<file path="config.mk">
export PLATFORM = sky130hd
export DESIGN_NAME = uart_tx_arbiter_flat
export DESIGN_NICKNAME = d
export VERILOG_FILES = /design/src/rtl/uart_tx_arbiter_if.sv /design/src/rtl/uart_tx_arbiter.sv /design/src/flat_wrapper.sv
export SDC_FILE = /design/constraint.sdc
export NUM_CORES = 1
export LEC_CHECK = 0
export ABC_AREA = 1
export BUFFER_PORTS_ARGS = -buffer_cell sky130_fd_sc_hd__buf_2
export CORE_ASPECT_RATIO = 1.2
export CORE_UTILIZATION = 50
export CTS_BUF_LIST = sky130_fd_sc_hd__clkbuf_4 sky130_fd_sc_hd__clkbuf_8
export DETAILED_ROUTE_END_ITERATION = 12
export PLACE_DENSITY = 0.8
export SKIP_CTS_REPAIR_TIMING = 1
export SYNTH_ARGS = -nofsm -noshare
export SYNTH_HDL_FRONTEND = slang
export SYNTH_SLANG_ARGS = --single-unit
</file>
<file path="constraint.sdc">
create_clock -name clk -period 2.4 [get_ports clk]
set_input_delay 0.24 -clock clk [delete_from_list [all_inputs] [get_ports clk]]
set_output_delay 0.24 -clock clk [all_outputs]
set_load 0.02 [all_outputs]
</file>
<file path="src/rtl/uart_tx_arbiter_if.sv">
// rtl/uart_tx_arbiter_if.sv - requester and UART-side handshake bundle for uart_tx_arbiter
//
// Purpose: groups the per-requester byte streams and the UART write port.
// Signals:
//   req_valid / req_data / req_last  requester -> arbiter, one lane per requester
//   req_ready                        arbiter -> requester, byte taken when valid&ready
//   uart_write / uart_write_data     arbiter -> UART, one-cycle write strobe and byte
//   uart_tx_fifo_full                UART -> arbiter, registered FIFO-full flag
// Modports: master = environment side (requesters + UART), slave = arbiter side.
interface uart_tx_arbiter_if #(
  parameter int NUM_REQ      = 4,
  parameter int PAYLOAD_BITS = 8
);
  logic [NUM_REQ-1:0]              req_valid;
  logic [NUM_REQ*PAYLOAD_BITS-1:0] req_data;
  logic [NUM_REQ-1:0]              req_last;
  logic [NUM_REQ-1:0]              req_ready;
  logic                            uart_write;
  logic [PAYLOAD_BITS-1:0]         uart_write_data;
  logic                            uart_tx_fifo_full;

  modport master (
    output req_valid, req_data, req_last, uart_tx_fifo_full,
    input  req_ready, uart_write, uart_write_data
  );

  modport slave (
    input  req_valid, req_data, req_last, uart_tx_fifo_full,
    output req_ready, uart_write, uart_write_data
  );
endinterface

</file>
<file path="src/rtl/uart_tx_arbiter.sv">
// rtl/uart_tx_arbiter.sv - frame-granular round-robin arbiter for a shared UART TX path
//
// Purpose: lets NUM_REQ byte sources share one UART write port. A requester that
// wins keeps the UART until its last byte is accepted or it stays silent for
// TIMEOUT_CYCLES cycles. Writes are spaced so the UART's registered full flag has
// caught up before the next byte is accepted.
// Ports:
//   clk, resetn   clock and synchronous active-low reset
//   bus           uart_tx_arbiter_if.slave (requester lanes + UART write port)
//   busy          high while a requester owns the UART
//   owner         current or most recent owner index
//   abort_pulse   one-cycle pulse when an owner is released by the timeout
//   abort_id      requester released by the timeout
module uart_tx_arbiter #(
  parameter int NUM_REQ        = 4,
  parameter int PAYLOAD_BITS   = 8,
  parameter int WRITE_GAP      = 1,
  parameter int TIMEOUT_CYCLES = 1024,
  localparam int OW = (NUM_REQ > 1) ? $clog2(NUM_REQ) : 1
) (
  input  logic            clk,
  input  logic            resetn,
  uart_tx_arbiter_if.slave bus,
  output logic            busy,
  output logic [OW-1:0]   owner,
  output logic            abort_pulse,
  output logic [OW-1:0]   abort_id
);

  localparam int GW = (WRITE_GAP > 0) ? $clog2(WRITE_GAP + 1) : 1;
  localparam int TW = (TIMEOUT_CYCLES > 0) ? $clog2(TIMEOUT_CYCLES + 1) : 1;

  localparam logic [0:0]    STATE_IDLE   = 1'b0;
  localparam logic [0:0]    STATE_LOCKED = 1'b1;
  localparam logic [GW-1:0] GAP_LOAD     = GW'(WRITE_GAP);
  localparam logic [TW-1:0] TMO_LAST     = TW'((TIMEOUT_CYCLES > 0) ? TIMEOUT_CYCLES - 1 : 0);
  localparam logic [OW-1:0] LAST_IDX     = OW'(NUM_REQ - 1);

  logic [0:0]              state_q, state_d;
  logic [OW-1:0]           owner_q, owner_d;
  logic [OW-1:0]           ptr_q, ptr_d;
  logic [GW-1:0]           gap_q, gap_d;
  logic [TW-1:0]           tmo_q, tmo_d;
  logic                    write_q, write_d;
  logic [PAYLOAD_BITS-1:0] wdata_q, wdata_d;
  logic                    abort_q, abort_d;
  logic [OW-1:0]           abort_id_q, abort_id_d;

  logic                    gap_ok;
  logic                    locked;
  logic                    owner_valid;
  logic                    owner_last;
  logic [PAYLOAD_BITS-1:0] owner_data;
  logic [OW-1:0]           owner_next;
  logic                    accept;
  logic                    tmo_hit;
  logic [NUM_REQ-1:0]      ready_vec;
  logic                    grant_found;
  logic [OW-1:0]           grant_idx;
  logic [OW-1:0]           cand;

  assign locked      = (state_q == STATE_LOCKED);
  assign gap_ok      = (gap_q == '0);
  assign owner_valid = bus.req_valid[owner_q];
  assign owner_last  = bus.req_last[owner_q];
  assign owner_data  = bus.req_data[owner_q*PAYLOAD_BITS +: PAYLOAD_BITS];
  assign owner_next  = (owner_q == LAST_IDX) ? '0 : owner_q + OW'(1);
  assign accept      = locked & gap_ok & ~bus.uart_tx_fifo_full & owner_valid;
  // Only the owner's silence counts; a full-stalled owner keeps valid high and clears it.
  assign tmo_hit     = (TIMEOUT_CYCLES != 0) && !owner_valid && (tmo_q == TMO_LAST);

  always_comb begin
    ready_vec = '0;
    if (locked && gap_ok && !bus.uart_tx_fifo_full) begin
      ready_vec[owner_q] = 1'b1;
    end
  end

  assign bus.req_ready = ready_vec;

  // Scan from the pointer upward with wrap; walking k downward lets the
  // smallest offset overwrite the others, so the nearest valid requester wins.
  always_comb begin
    grant_found = 1'b0;
    grant_idx   = '0;
    cand        = '0;
    for (int k = NUM_REQ - 1; k >= 0; k--) begin
      cand = OW'((int'(ptr_q) + k) % NUM_REQ);
      if (bus.req_valid[cand]) begin
        grant_found = 1'b1;
        grant_idx   = cand;
      end
    end
  end

  always_comb begin
    state_d    = state_q;
    owner_d    = owner_q;
    ptr_d      = ptr_q;
    tmo_d      = tmo_q;
    write_d    = 1'b0;
    wdata_d    = wdata_q;
    abort_d    = 1'b0;
    abort_id_d = abort_id_q;
    gap_d      = gap_ok ? gap_q : gap_q - GW'(1);

    if (state_q == STATE_IDLE) begin
      if (grant_found) begin
        owner_d = grant_idx;
        state_d = STATE_LOCKED;
        tmo_d   = '0;
      end
    end else begin
      if (accept) begin
        write_d = 1'b1;
        wdata_d = owner_data;
        gap_d   = GAP_LOAD;
        tmo_d   = '0;
        if (owner_last) begin
          state_d = STATE_IDLE;
          ptr_d   = owner_next;
        end
      end else if (owner_valid) begin
        tmo_d = '0;
      end else if (tmo_hit) begin
        state_d    = STATE_IDLE;
        ptr_d      = owner_next;
        abort_d    = 1'b1;
        abort_id_d = owner_q;
        tmo_d      = '0;
      end else begin
        tmo_d = tmo_q + TW'(1);
      end
    end
  end

  always_ff @(posedge clk) begin
    if (!resetn) begin
      state_q    <= STATE_IDLE;
      owner_q    <= '0;
      ptr_q      <= '0;
      gap_q      <= '0;
      tmo_q      <= '0;
      write_q    <= 1'b0;
      wdata_q    <= '0;
      abort_q    <= 1'b0;
      abort_id_q <= '0;
    end else begin
      state_q    <= state_d;
      owner_q    <= owner_d;
      ptr_q      <= ptr_d;
      gap_q      <= gap_d;
      tmo_q      <= tmo_d;
      write_q    <= write_d;
      wdata_q    <= wdata_d;
      abort_q    <= abort_d;
      abort_id_q <= abort_id_d;
    end
  end

  assign bus.uart_write      = write_q;
  assign bus.uart_write_data = wdata_q;
  assign busy                = locked;
  assign owner               = owner_q;
  assign abort_pulse         = abort_q;
  assign abort_id            = abort_id_q;

endmodule

</file>
<file path="src/flat_wrapper.sv">
// flat-port wrapper written by rule: the top's interface ports become plain ports
module uart_tx_arbiter_flat 
#(
  parameter int NUM_REQ        = 4,
  parameter int PAYLOAD_BITS   = 8,
  parameter int WRITE_GAP      = 1,
  parameter int TIMEOUT_CYCLES = 1024,
  localparam int OW = (NUM_REQ > 1) ? $clog2(NUM_REQ) : 1
)
  (clk, resetn, busy, owner, abort_pulse, abort_id, bus_req_valid, bus_req_data, bus_req_last, bus_uart_tx_fifo_full, bus_req_ready, bus_uart_write, bus_uart_write_data);
  uart_tx_arbiter_if #(.NUM_REQ(NUM_REQ), .PAYLOAD_BITS(PAYLOAD_BITS)) bus_i ();
  input  logic clk;
  input  logic resetn;
  output logic busy;
  output logic [OW-1:0] owner;
  output logic abort_pulse;
  output logic [OW-1:0] abort_id;
  input wire logic [$bits(bus_i.req_valid)-1:0] bus_req_valid;
  input wire logic [$bits(bus_i.req_data)-1:0] bus_req_data;
  input wire logic [$bits(bus_i.req_last)-1:0] bus_req_last;
  input wire logic [$bits(bus_i.uart_tx_fifo_full)-1:0] bus_uart_tx_fifo_full;
  output wire logic [$bits(bus_i.req_ready)-1:0] bus_req_ready;
  output wire logic [$bits(bus_i.uart_write)-1:0] bus_uart_write;
  output wire logic [$bits(bus_i.uart_write_data)-1:0] bus_uart_write_data;
  assign bus_i.req_valid = bus_req_valid;
  assign bus_i.req_data = bus_req_data;
  assign bus_i.req_last = bus_req_last;
  assign bus_i.uart_tx_fifo_full = bus_uart_tx_fifo_full;
  assign bus_req_ready = bus_i.req_ready;
  assign bus_uart_write = bus_i.uart_write;
  assign bus_uart_write_data = bus_i.uart_write_data;
  uart_tx_arbiter #(.NUM_REQ(NUM_REQ), .PAYLOAD_BITS(PAYLOAD_BITS), .WRITE_GAP(WRITE_GAP), .TIMEOUT_CYCLES(TIMEOUT_CYCLES)) u_core (.clk(clk), .resetn(resetn), .bus(bus_i), .busy(busy), .owner(owner), .abort_pulse(abort_pulse), .abort_id(abort_id));
endmodule
</file>
Yosys cells after proc, flatten, opt, wreduce, memory -nomap -nowiden
Cells that the tools add are included.
{"block": "word_totals", "reg_bits": 29, "input_bits": 43, "output_inout_bits": 19}
{"block": "classes", "add_sub_neg": 6, "order_cmp": 6, "eq_ne": 4, "shift": 1, "mux": 44, "bitwise": 9, "n_reduce_logical": 14}
{"cell": "$mux W11", "n": 5}
{"cell": "$shiftx A32 B6 Y8", "n": 1}
{"cell": "$mux W1", "n": 22}
{"cell": "$mux W2", "n": 9}
{"cell": "$lt A2 B3 Y1 const B", "n": 5}
{"cell": "$bmux W1 S2", "n": 6}
{"cell": "$add A11 B1 Y11 const B", "n": 1}
{"cell": "$eq A11 B10 Y1 const B", "n": 1}
{"cell": "$reduce_and A4 Y1", "n": 2}
{"cell": "$not A1 Y1", "n": 6}
{"cell": "$reduce_and A2 Y1", "n": 3}
{"cell": "$add A2 B1 Y2 const B", "n": 2}
{"cell": "$add A2 B2 Y2 const B", "n": 2}
{"cell": "$logic_and A1 B1 Y1", "n": 4}
{"cell": "$mux W4", "n": 1}
{"cell": "$reduce_bool A2 Y1", "n": 2}
{"cell": "$reduce_or A4 Y1", "n": 1}
{"cell": "$and A1 B1 Y1", "n": 3}
{"cell": "$demux W1 S2", "n": 1}
{"cell": "$eq A2 B2 Y1 const B", "n": 1}
{"cell": "$ge A2 B1 Y1 const B", "n": 1}
{"cell": "$logic_not A1 Y1", "n": 2}
{"cell": "$ne A2 B1 Y1 const B", "n": 1}
{"cell": "$ne A2 B2 Y1 const B", "n": 1}
{"cell": "$sub A1 B1 Y1 const B", "n": 1}

Logic depth before layout (Yosys ltp)
Gate-level depths: netlist of run 1.
{"block": "depth", "ltp_word": 9, "mapped_depth": 11, "depth_no_buf": 10}

Worst setup path before layout of run 1
No wires, ideal clock.
{"block": "synth_timing", "path_type": "register to register", "startpoint": "reg u_core.owner_q[0], in the netlist u_core.owner[0]", "endpoint": "reg u_core.ptr_q[1]", "setup_ns": 0.113, "t_arrival_ns": 1.480, "slack_ns": 0.807, "path_stages_with_launch": 9, "n_path_buf": 2, "path_cell_list": "dfxtp_1 -> buf_2 -> clkinv_1 -> buf_2 -> ha_1 -> inv_1 -> nand2_1 -> nand2_1 -> nor2_1"}
{"block": "synth_via", "elab_cells_between_ends": 18}
{"item": "from (decl)", "line": "uart_tx_arbiter.sv:40", "source": "logic [OW-1:0] owner_q, owner_d;"}
{"item": "from (signal assigned)", "line": "uart_tx_arbiter.sv:150", "source": "owner_q <= owner_d;"}
{"item": "$add A2 B1 Y2 / $eq A2 B2 Y1 (equally long branches)", "line": "uart_tx_arbiter.sv:67", "source": "assign owner_next = (owner_q == LAST_IDX) ? '0 : owner_q + OW'(1);"}
{"item": "$mux W2 (*)", "line": "uart_tx_arbiter.sv:67"}
{"item": "named net u_core.owner_next[1]", "line": "uart_tx_arbiter.sv:54", "source": "logic [OW-1:0] owner_next;"}
{"item": "$mux W2", "line": "uart_tx_arbiter.sv:125", "source": "end else if (tmo_hit) begin"}
{"item": "$mux W2", "line": "uart_tx_arbiter.sv:123", "source": "end else if (owner_valid) begin"}
{"item": "$mux W2 (*)", "line": "uart_tx_arbiter.sv:114", "source": "if (accept) begin"}
{"item": "to (signal assigned)", "line": "uart_tx_arbiter.sv:151", "source": "ptr_q <= ptr_d;"}
{"item": "to (decl)", "line": "uart_tx_arbiter.sv:41", "source": "logic [OW-1:0] ptr_q, ptr_d;"}
The timed path passes the listed nets; every way through them passes the cells marked *. The select of a mux whose other input is x is not followed.
A chain may end at the register's enable or synchronous reset.

Worst setup path after layout of run 1
{"block": "layout_timing", "startpoint": "reg u_core.owner_q[0], in the netlist u_core.owner[0]", "endpoint": "out bus_req_ready[0]"}
{"block": "layout_via", "elab_chain_len": 5, "elab_cells_between_ends": 6}
{"item": "$lt A2 B3 Y1 (not written as such) / $ge A2 B1 Y1 (equally long branches)", "line": "uart_tx_arbiter.sv:75", "source": "ready_vec[owner_q] = 1'b1;"}
{"item": "$logic_and A1 B1 Y1 (not written as such)", "line": "uart_tx_arbiter.sv:75"}
{"item": "$mux W1 (not written as such)", "line": "uart_tx_arbiter.sv:75"}
{"item": "$demux W1 S2 (*)"}
{"item": "$mux W4 (*)", "line": "uart_tx_arbiter.sv:74", "source": "if (locked && gap_ok && !bus.uart_tx_fifo_full) begin"}
{"item": "to (decl)", "line": "flat_wrapper.sv:22", "source": "output wire logic [$bits(bus_i.req_ready)-1:0] bus_req_ready;"}
Every way passes the cells marked *; elsewhere a longest branch is shown, timed or not.

==> results_dict.tcl, run 1 <==
set metrics [dict create \
    status "finished, final reports clean" \
    synth.avg_cell_area_um2 6.41 \
    dieArea_um2 3850 \
    synth_compound_area_frac 0.181 \
    grt_pass1_wl_um 7270 \
    cts_tree "built" \
    worstHoldStart "resetn" \
    maxCapViolations 0 \
    netlist_area_um2 1800 \
    worstHoldPathType "input pin to flop" \
    path_cells "clkinv_1, ha_1, inv_1, nor2_1, buf_2" \
    hold_viol 0 \
    place.gp.congestion 0.881 \
    fin_skew_ns 0.00433 \
    synthSimpleGateAreaFrac 0.372 \
    relSlewSlack 0.695 \
    end_kind "output port" \
    worst-r2r-cell-count 7 \
    path_max_fanout 20 \
    path_buf_inv 3 \
    setup.worst_path.start "u_core.owner[0]$_SDFFE_PN0P_" \
    startpoint_type "flop" \
    syn_nets 329 \
    clkLatencyLatePin_ns 0.28 \
    wire_per_inst_um 11.4 \
    grt_overflow 0 \
    routed.top_layer "met4" \
    pwr-share-comb 0.252 \
    tightest_slew_ns 0.455 \
    intPower_w 0.000819 \
    die_h_um 67.7 \
    p_sw_w 0.000358 \
    clkTransAtPathRegs_ns 0.10 \
    synth_adder_area_share 0.0347 \
    wl_met1_um 1810 \
    leakagePower_nw 1.09 \
    cpPeakStageDelay_ns 0.47 \
    cts_buffers 3 \
    final_util 0.645 \
    route.met2.wl_um 2170 \
    num_io_pins 62 \
    num_vias 1981 \
    period_share 0.856 \
    slew_viol_final 0 \
    synth_top_family_by_area "simple AND/OR/NAND/NOR gates" \
    finalWorstPathRequiredPeriod_ns 2.05 \
    p_sw_frac 0.304 \
    arrival_ns 1.81 \
    hpwl_um 3340 \
    start_util 0.530 \
    critPathSlowestCell "dfxtp_1" \
    seq_power_share 0.430 \
    synthMuxAreaShare 0 \
    synth_xor_area_frac 0.00486 \
    rsz0062_at_grt "no" \
    coreArea_um2 3400 \
    dpl.cell_count 372 \
    grt_max_degree 23 \
    area.growth.synth_to_final_pct 21.6 \
    first_pass_iters 4 \
    synth_cell_type_count 29 \
    htreeDepth 1 \
    rows 23 \
    cp.required_ns 2.16 \
    reg2reg_slack_ns 0.67 \
    clkPwrFrac 0.318 \
    ant_nets 0 \
    drive_above_1_share 0.268 \
    crit_type "flop to output port" \
    r2r-start "u_core.owner[0]$_SDFFE_PN0P_" \
    route.met3.wl_um 248 \
    synth_warnings 0 \
    max_freq_ghz 0.487 \
    timing.rr.end "u_core.ptr_q[1]$_SDFFE_PN0P_" \
    drt_iter0_markers 84 \
    yosysSeqAreaShare 0.311 \
    synth_cells 281 \
    setup_viol 0 \
    finalNonFillerCells 376 \
    ys_ff_latch 28 \
    grt_pass1_vias 1734 \
    critical_path.top_delay_family "buffers and inverters" \
    ir_drop_v 0.000304 \
    vias_per_cell 5.27 \
    dieWidth_um 56.8 \
    grt.total_usage 0.243 \
    grt_antenna_before_repair 0 \
    route.detailed.drc 0 \
    fin_nets 388 \
    cp.depth 5 \
    power_density_nw_per_um2 537 \
    clockRootBuffer "clkbuf_8" \
    port_buffers 61 \
    wirelength_um 4300 \
    diodes 0 \
    tns_ns 0 \
    crit_end "bus_req_ready[0]" \
    clkSinkCount 28 \
    cts_max_path_buffers 2 \
]
==> registers in the layout, summed over array words and instances (netlist names) <==
signal	cells
u_core.abort_id	2
u_core.abort_pulse	1
u_core.busy	1
u_core.bus.uart_write_data	8
u_core.bus.uart_write	1
u_core.owner	2
u_core.tmo_q	11
u_core.ptr_q	2
==> metal layers <==
metal,vias to the layer above,GRT usage
met4,0,0.110
met1,874,0.279
met2,69,0.446
met5,-,0
li1,1032,-
met3,6,0.0364
==> power groups by stage <==
stage	Combinational (W)	Clock (W)	Sequential, W
4_1_cts	0.000298	0.000380	0.000506
6_report	0.000297	0.000374	0.000506
3_3_place_gp	0.000293	0	0.000516
3_5_place_dp	0.000296	0	0.000516
5_1_grt	0.000337	0.000395	0.000510
2_1_floorplan	0.000192	0	0.000532
==> cells in the mapped netlist (all sizes together) <==
master | n | share of area
a21oi | 13 | 0.036
a22oi | 1 | 0.0042
buf | 7 | 0.023
clkbuf | 2 | 0.0042
clkinv | 2 | 0.0042
dfxtp | 28 | 0.31
ha | 5 | 0.035
inv | 30 | 0.065
nand2 | 55 | 0.12
nand3 | 21 | 0.067
nand4 | 4 | 0.017
nor2 | 60 | 0.14
nor3 | 3 | 0.017
o21ai | 38 | 0.11
o22ai | 10 | 0.035
or2 | 1 | 0.0035
xnor2 | 1 | 0.0049
==> final cells by class <==
class | instances | area [µm²]
clock inverter | 1 | 30.0
inverter | 32 | 125
timing repair buffer | 63 | 320
sequential | 28 | 561
multi-input combinational | 212 | 1070
fill | 334 | 1210
tap | 37 | 46.3
clock buffer | 3 | 41.3
==> logic make-up after synthesis <==
logic type | count (synthesis)
flip-flops | 28
XOR/XNOR | 1
buffers and inverters | 41
AO/OA/AOI/OAI | 62
adder cells (fa/ha/maj) | 5
AND/OR/NAND/NOR | 144
==> worst register-to-register path: stages, from the launching register on <==
cell      delay (ns)
dfxtp_1         0.47
clkinv_1        0.44
o21ai_0         0.30
o22ai_1         0.11
nand2_2         0.11
nand2_2         0.07
nor2_1          0.10
nor2_1          0.05
==> through the flow <==
step / total power, W / setup WS [ns] / cell area (µm²) / hold WS, ns
final: 0.00118 / 0.346 / 2190 / 0.349
after global routing: 0.00124 / 0.158 / 2190 / 0.376
after CTS: 0.00118 / 0.339 / 2190 / 0.342
after detailed placement: 0.000813 / 0.660 / 2120 / 0.465
after global placement: 0.000809 / 0.706 / 2120 / 0.466
after floorplan: 0.000724 / 0.807 / 1800 / 0.441
==> layout by cell type (no fill, tap or decap), types with 2 or more instances in the layout <==
cell and count:
o21ai_1 8, nand3_2 3, inv_1 25, inv_2 4
o22ai_1 10, nor2_2 3, o21ai_0 30, a21oi_1 13
nor2_1 55, nand2_2 7, clkbuf_8 3, nand3_1 18
ha_1 5, clkinv_1 2, buf_2 61, nand4_1 3
nand2_1 48, buf_4 2, dfxtp_1 28
==> worst min-delay path by stage <==
stage	end	slack [ns]	cells past startpoint
6_report	u_core.abort_id[1]$_SDFFE_PN0P_	0.35	3
5_1_grt	u_core.ptr_q[1]$_SDFFE_PN0P_	0.38	3
4_1_cts	u_core.abort_id[1]$_SDFFE_PN0P_	0.34	3
3_5_place_dp	u_core.tmo_q[10]$_SDFFE_PN0P_	0.47	2
3_3_place_gp	u_core.tmo_q[6]$_SDFFE_PN0P_	0.47	2
2_1_floorplan	u_core.tmo_q[10]$_SDFFE_PN0P_	0.44	2
No activity file was read; power rests on OpenSTA's default activity.
==> run 2: changes to the inputs <==
--- a/config.mk
+++ b/config.mk
@@ -7,7 +7,7 @@
 export LEC_CHECK = 0
 export ABC_AREA = 1
 export BUFFER_PORTS_ARGS = -buffer_cell sky130_fd_sc_hd__buf_2
-export CORE_ASPECT_RATIO = 1.2
+export CORE_ASPECT_RATIO = 1.25
 export CORE_UTILIZATION = 50
 export CTS_BUF_LIST = sky130_fd_sc_hd__clkbuf_4 sky130_fd_sc_hd__clkbuf_8
 export DETAILED_ROUTE_END_ITERATION = 12
==> run 2 against run 1 <==
  * Routed wire length is 2.6% higher
  * Maximum frequency increased by 9.2%
  * Non-clock buffer count is the same
  * Register-to-register slack about the same
  * Final cell count grew 0.53%
  * Highest routed layer unchanged
  * Critical path type unchanged
  * Flip-flop and latch count did not move
  * Setup slack better by 0.17 ns
  * Via count is 0.66% higher
  * Clock-buffer cell count stayed put
  * Critical path depth unchanged
  * Combinational power is 2% higher
  * Worst hold slack improved by 0.0034 ns
==> results_dict.tcl, run 2 (synthesized netlist as in run 1, its figures left out) <==
set metrics [dict create \
    path_max_fanout 20 \
    arrival_ns 1.64 \
    crit_type "flop to output port" \
    vias_per_cell 5.28 \
    hold_viol 0 \
    relSlewSlack 0.681 \
    multiInputGateArea_um2 1070 \
    max_freq_ghz 0.532 \
    largest_register_ffs 11 \
    slew_viol_final 0 \
    finalWorstPathRequiredPeriod_ns 1.88 \
    port_buffers 61 \
    die_h_um 69.1 \
    start_util 0.521 \
    worstHoldPathType "input pin to flop" \
    layout_common_cells "buf_2 (61), nor2_1 (55), nand2_1 (48)" \
    drive_above_1_share 0.268 \
    grt_overflow 0 \
    diodes 0 \
    dieWidth_um 55.7 \
    seq_area_um2 561 \
    power_density_nw_per_um2 537 \
    first_pass_iters 4 \
    cts_max_path_buffers 2 \
    end_kind "output port" \
    reg2reg_slack_ns 0.67 \
    clkTransAtPathRegs_ns 0.10 \
    fin_ws_ns 0.519 \
    rows 24 \
    ir_drop_v 0.000384 \
    setup_viol 0 \
    wire_per_inst_um 11.7 \
    status "finished, final reports clean" \
    cp.required_ns 2.16 \
    drt_iter0_markers 65 \
    num_vias 1994 \
    hpwl_um 3400 \
    fill_cells 348 \
    wirelength_um 4420 \
    rsz0062_at_grt "no" \
    area.growth.synth_to_final_pct 21.8 \
    dieArea_um2 3850 \
    final_common_cell "buf_2" \
    startpoint_type "flop" \
    fin_skew_ns 0.00468 \
    grt.total_usage 0.249 \
    cts_buffers 3 \
    clkSinkCount 28 \
    grt_max_degree 29 \
    place.gp.congestion 0.882 \
    clockRootBuffer "clkbuf_8" \
    route.detailed.drc 0 \
    htreeDepth 1 \
    tns_ns 0 \
    ant_nets 0 \
    maxCapViolations 0 \
    coreArea_um2 3450 \
    post-place-ws_ns 0.746 \
    leakagePower_nw 1.09 \
    top_register "u_core.tmo_q" \
    clkLatencyLatePin_ns 0.27 \
    tightest_slew_ns 0.476 \
    fin_nets 388 \
    grt_antenna_before_repair 0 \
    grt_pass1_wl_um 7820 \
    num_io_pins 62 \
    grt_pass1_vias 1884 \
    period_share 0.784 \
    cts_tree "built" \
]
[run 2: cell counts in the layout (fill, tap and decap cells not counted)]
No cell type changed its count.
[run 2: power by group]
part           internal [W]  switching, W
Clock              0.000223      0.000147
Sequential         0.000486     0.0000178
Combinational      0.000110      0.000192
Total              0.000819      0.000358
[run 2: path summary, 6_finish.rpt]
check,from,cells past startpoint,to
hold reg to reg,u_core.tmo_q[6]$_SDFFE_PN0P_,2,u_core.tmo_q[6]$_SDFFE_PN0P_
hold / removal,resetn,3,u_core.ptr_q[1]$_SDFFE_PN0P_
setup / recovery,u_core.owner[0]$_SDFFE_PN0P_,5,bus_req_ready[0]
setup reg to reg,u_core.owner[0]$_SDFFE_PN0P_,10,u_core.ptr_q[1]$_SDFFE_PN0P_
[run 2: worst max-delay path: stages (launching register included)]
cell and delay [ns]:
dfxtp_1 0.35, clkinv_1 0.39, ha_1 0.38, inv_1 0.05, nor2_1 0.03, buf_2 0.16
[run 2: area by class of cell]
| class | instances | share of cell area |
|---|---|---|
| timing repair buffer | 63 | 0.146 |
| clock inverter | 1 | 0.0137 |
| inverter | 32 | 0.0571 |
| clock buffer | 3 | 0.0188 |
| tap | 39 | 0.0223 |
| multi-input combinational | 212 | 0.486 |
| sequential | 28 | 0.256 |
[run 2: metrics by stage]
step	cells	hold slack (ns)	utilization	area [µm²]	total power [W]
after floorplan	281	0.441	-	1800	0.000724
after global placement	374	0.468	0.614	2120	0.000809
after detailed placement	374	0.466	0.614	2120	0.000813
after CTS	378	0.354	0.635	2190	0.00118
after global routing	378	0.373	0.635	2190	0.00124
final	378	0.352	0.635	2190	0.00118
[run 2: layer usage]
| layer | wire length (µm) | part of all wire | GRT usage | vias up |
|---|---|---|---|---|
| met3 | 283 | 0.064 | 0.0507 | 7 |
| met1 | 1830 | 0.41 | 0.279 | 887 |
| met4 | 76 | 0.017 | 0.0861 | 0 |
| li1 | - | - | - | 1035 |
| met2 | 2230 | 0.50 | 0.458 | 65 |
| met5 | 0 | 0 | 0 | - |
==> run 3: changes to the inputs <==
==> constraint.sdc (replaced) <==
create_clock -name clk -period 1.85 [get_ports clk]
set_input_delay 0.185 -clock clk [delete_from_list [all_inputs] [get_ports clk]]
set_output_delay 0.185 -clock clk [all_outputs]
set_load 0.02 [all_outputs]
==> run 3 against run 2 <==
  * Clock power grew 32%
  * Non-clock buffer count rose by 5
  * Sequential power grew 30%
  * Clock-buffer cell count stayed put
  * Sequential share of layout area is 0.43 points lower
  * Final area up 1.7%
  * Critical path type unchanged
  * Critical path depth is 1 higher
  * Die area unchanged
  * Worst hold slack got worse by 0.077 ns
  * Flip-flop and latch count did not move
==> results_dict.tcl, run 3 (synthesized netlist as in run 1, its figures left out) <==
set metrics [dict create \
    grt_overflow 0 \
    wire_per_inst_um 11.4 \
    r2r-start "u_core.tmo_q[0]$_SDFFE_PN0P_" \
    worstHoldStart "resetn" \
    ir_drop_v 0.000573 \
    diodes 0 \
    slew_viol_final 0 \
    dpl.cell_count 379 \
    arrival_ns 1.53 \
    cts_max_path_buffers 2 \
    maxCapViolations 0 \
    finalNonFillerCells 383 \
    vias_per_cell 5.23 \
    hpwl_um 3520 \
    ant_nets 0 \
    placed_area_um2 2160 \
    path_cells "inv_2, buf_4, ha_1, inv_1, nor2_1, buf_2" \
    worstHoldPathType "input pin to flop" \
    relSlewSlack 0.759 \
    dieWidth_um 55.7 \
    clkSinkCount 28 \
    place.gp.congestion 0.863 \
    num_vias 2003 \
    grt_antenna_before_repair 0 \
    cts_buffers 3 \
    power_density_nw_per_um2 693 \
    tightest_slew_ns 0.361 \
    layout_common_cells "buf_2 (61), nor2_1 (55), nand2_1 (48)" \
    dieArea_um2 3850 \
    start_util 0.521 \
    path_max_fanout 13 \
    status "finished, final reports clean" \
    wirelength_um 4380 \
    clkLatencyLatePin_ns 0.28 \
    drt_iter0_markers 65 \
    startpoint_type "flop" \
    critPathSlowestCell "dfxtp_1" \
    grt.total_usage 0.233 \
    die_h_um 69.1 \
    cts_tree "built" \
    clockRootBuffer "clkbuf_8" \
    htreeDepth 1 \
    tns_ns 0 \
    leakagePower_nw 1.11 \
    drive_above_1_share 0.282 \
    area.growth.synth_to_final_pct 23.8 \
    hold_viol 0 \
    fin_area_um2 2230 \
    fin_nets 393 \
    setup_viol 0 \
    route.detailed.drc 0 \
    final_common_cell "buf_2" \
    top_register "u_core.tmo_q" \
    finalWorstPathRequiredPeriod_ns 1.71 \
    grt_pass1_vias 1834 \
    rows 24 \
    port_buffers 61 \
    end_kind "output port" \
    crit_type "flop to output port" \
    largest_register_ffs 11 \
    grt_max_degree 19 \
    coreArea_um2 3450 \
    rsz0062_at_grt "no" \
    fin_skew_ns 0.00773 \
    grt_pass1_wl_um 7400 \
    first_pass_iters 4 \
    period_share 0.924 \
    setup.worst_path.start "u_core.owner[0]$_SDFFE_PN0P_" \
    max_freq_ghz 0.585 \
    final_util 0.646 \
    clkTransAtPathRegs_ns 0.09 \
    cp.required_ns 1.66 \
    num_io_pins 62 \
    cpPeakStageDelay_ns 0.49 \
]
run 3: critical path, delay by kind of cell (launching register included):
family	cells	cell delay [ns]
buffers and inverters	4	0.53
adder cells (fa/ha/maj)	1	0.20
flip-flops	1	0.49
AND/OR/NAND/NOR	1	0.03
run 3: final timing paths:
path,end,slack (ns),cells past startpoint
worst min-delay path,u_core.owner[1]$_SDFFE_PN0P_,0.27,3
worst max-delay path,bus_req_ready[0],0.14,6
worst min register to register,u_core.tmo_q[6]$_SDFFE_PN0P_,0.49,2
worst max register to register,u_core.ptr_q[1]$_SDFFE_PN0P_,0.19,10
run 3: report_power, final:
group	switching, W	internal [W]	total [W]	leakage, nW
Clock	0.000198	0.000290	0.000488	0.0357
Combinational	0.000248	0.000154	0.000401	0.852
Sequential	0.0000252	0.000630	0.000655	0.227
Total	0.000471	0.00107	0.00154	1.11
run 3: stage by stage:
step	setup WS [ns]	power, W	hold slack (ns)
after detailed placement	0.208	0.00107	0.472
after global routing	0.0150	0.00163	0.288
after CTS	-0.0307	0.00155	0.281
final	0.140	0.00154	0.275
after floorplan	0.257	0.000939	0.441
after global placement	0.224	0.00106	0.462
run 3: layer usage:
layer	share of wire	wire length (µm)	up-vias	track usage
met5	0	0	-	0
met4	0.0087	38	0	0.0694
met3	0.046	201	4	0.0244
met2	0.51	2230	63	0.447
met1	0.44	1910	890	0.263
li1	-	-	1046	-
run 3: final cells by class:
class,count,area [µm²]
Timing Repair Buffer,68,358
Clock buffer,3,41.3
Multi-Input combinational cell,212,1070
Clock inverter,1,30.0
Inverter,32,125
Sequential cell,28,561
Fill cell,332,1220
Tap cell,39,48.8
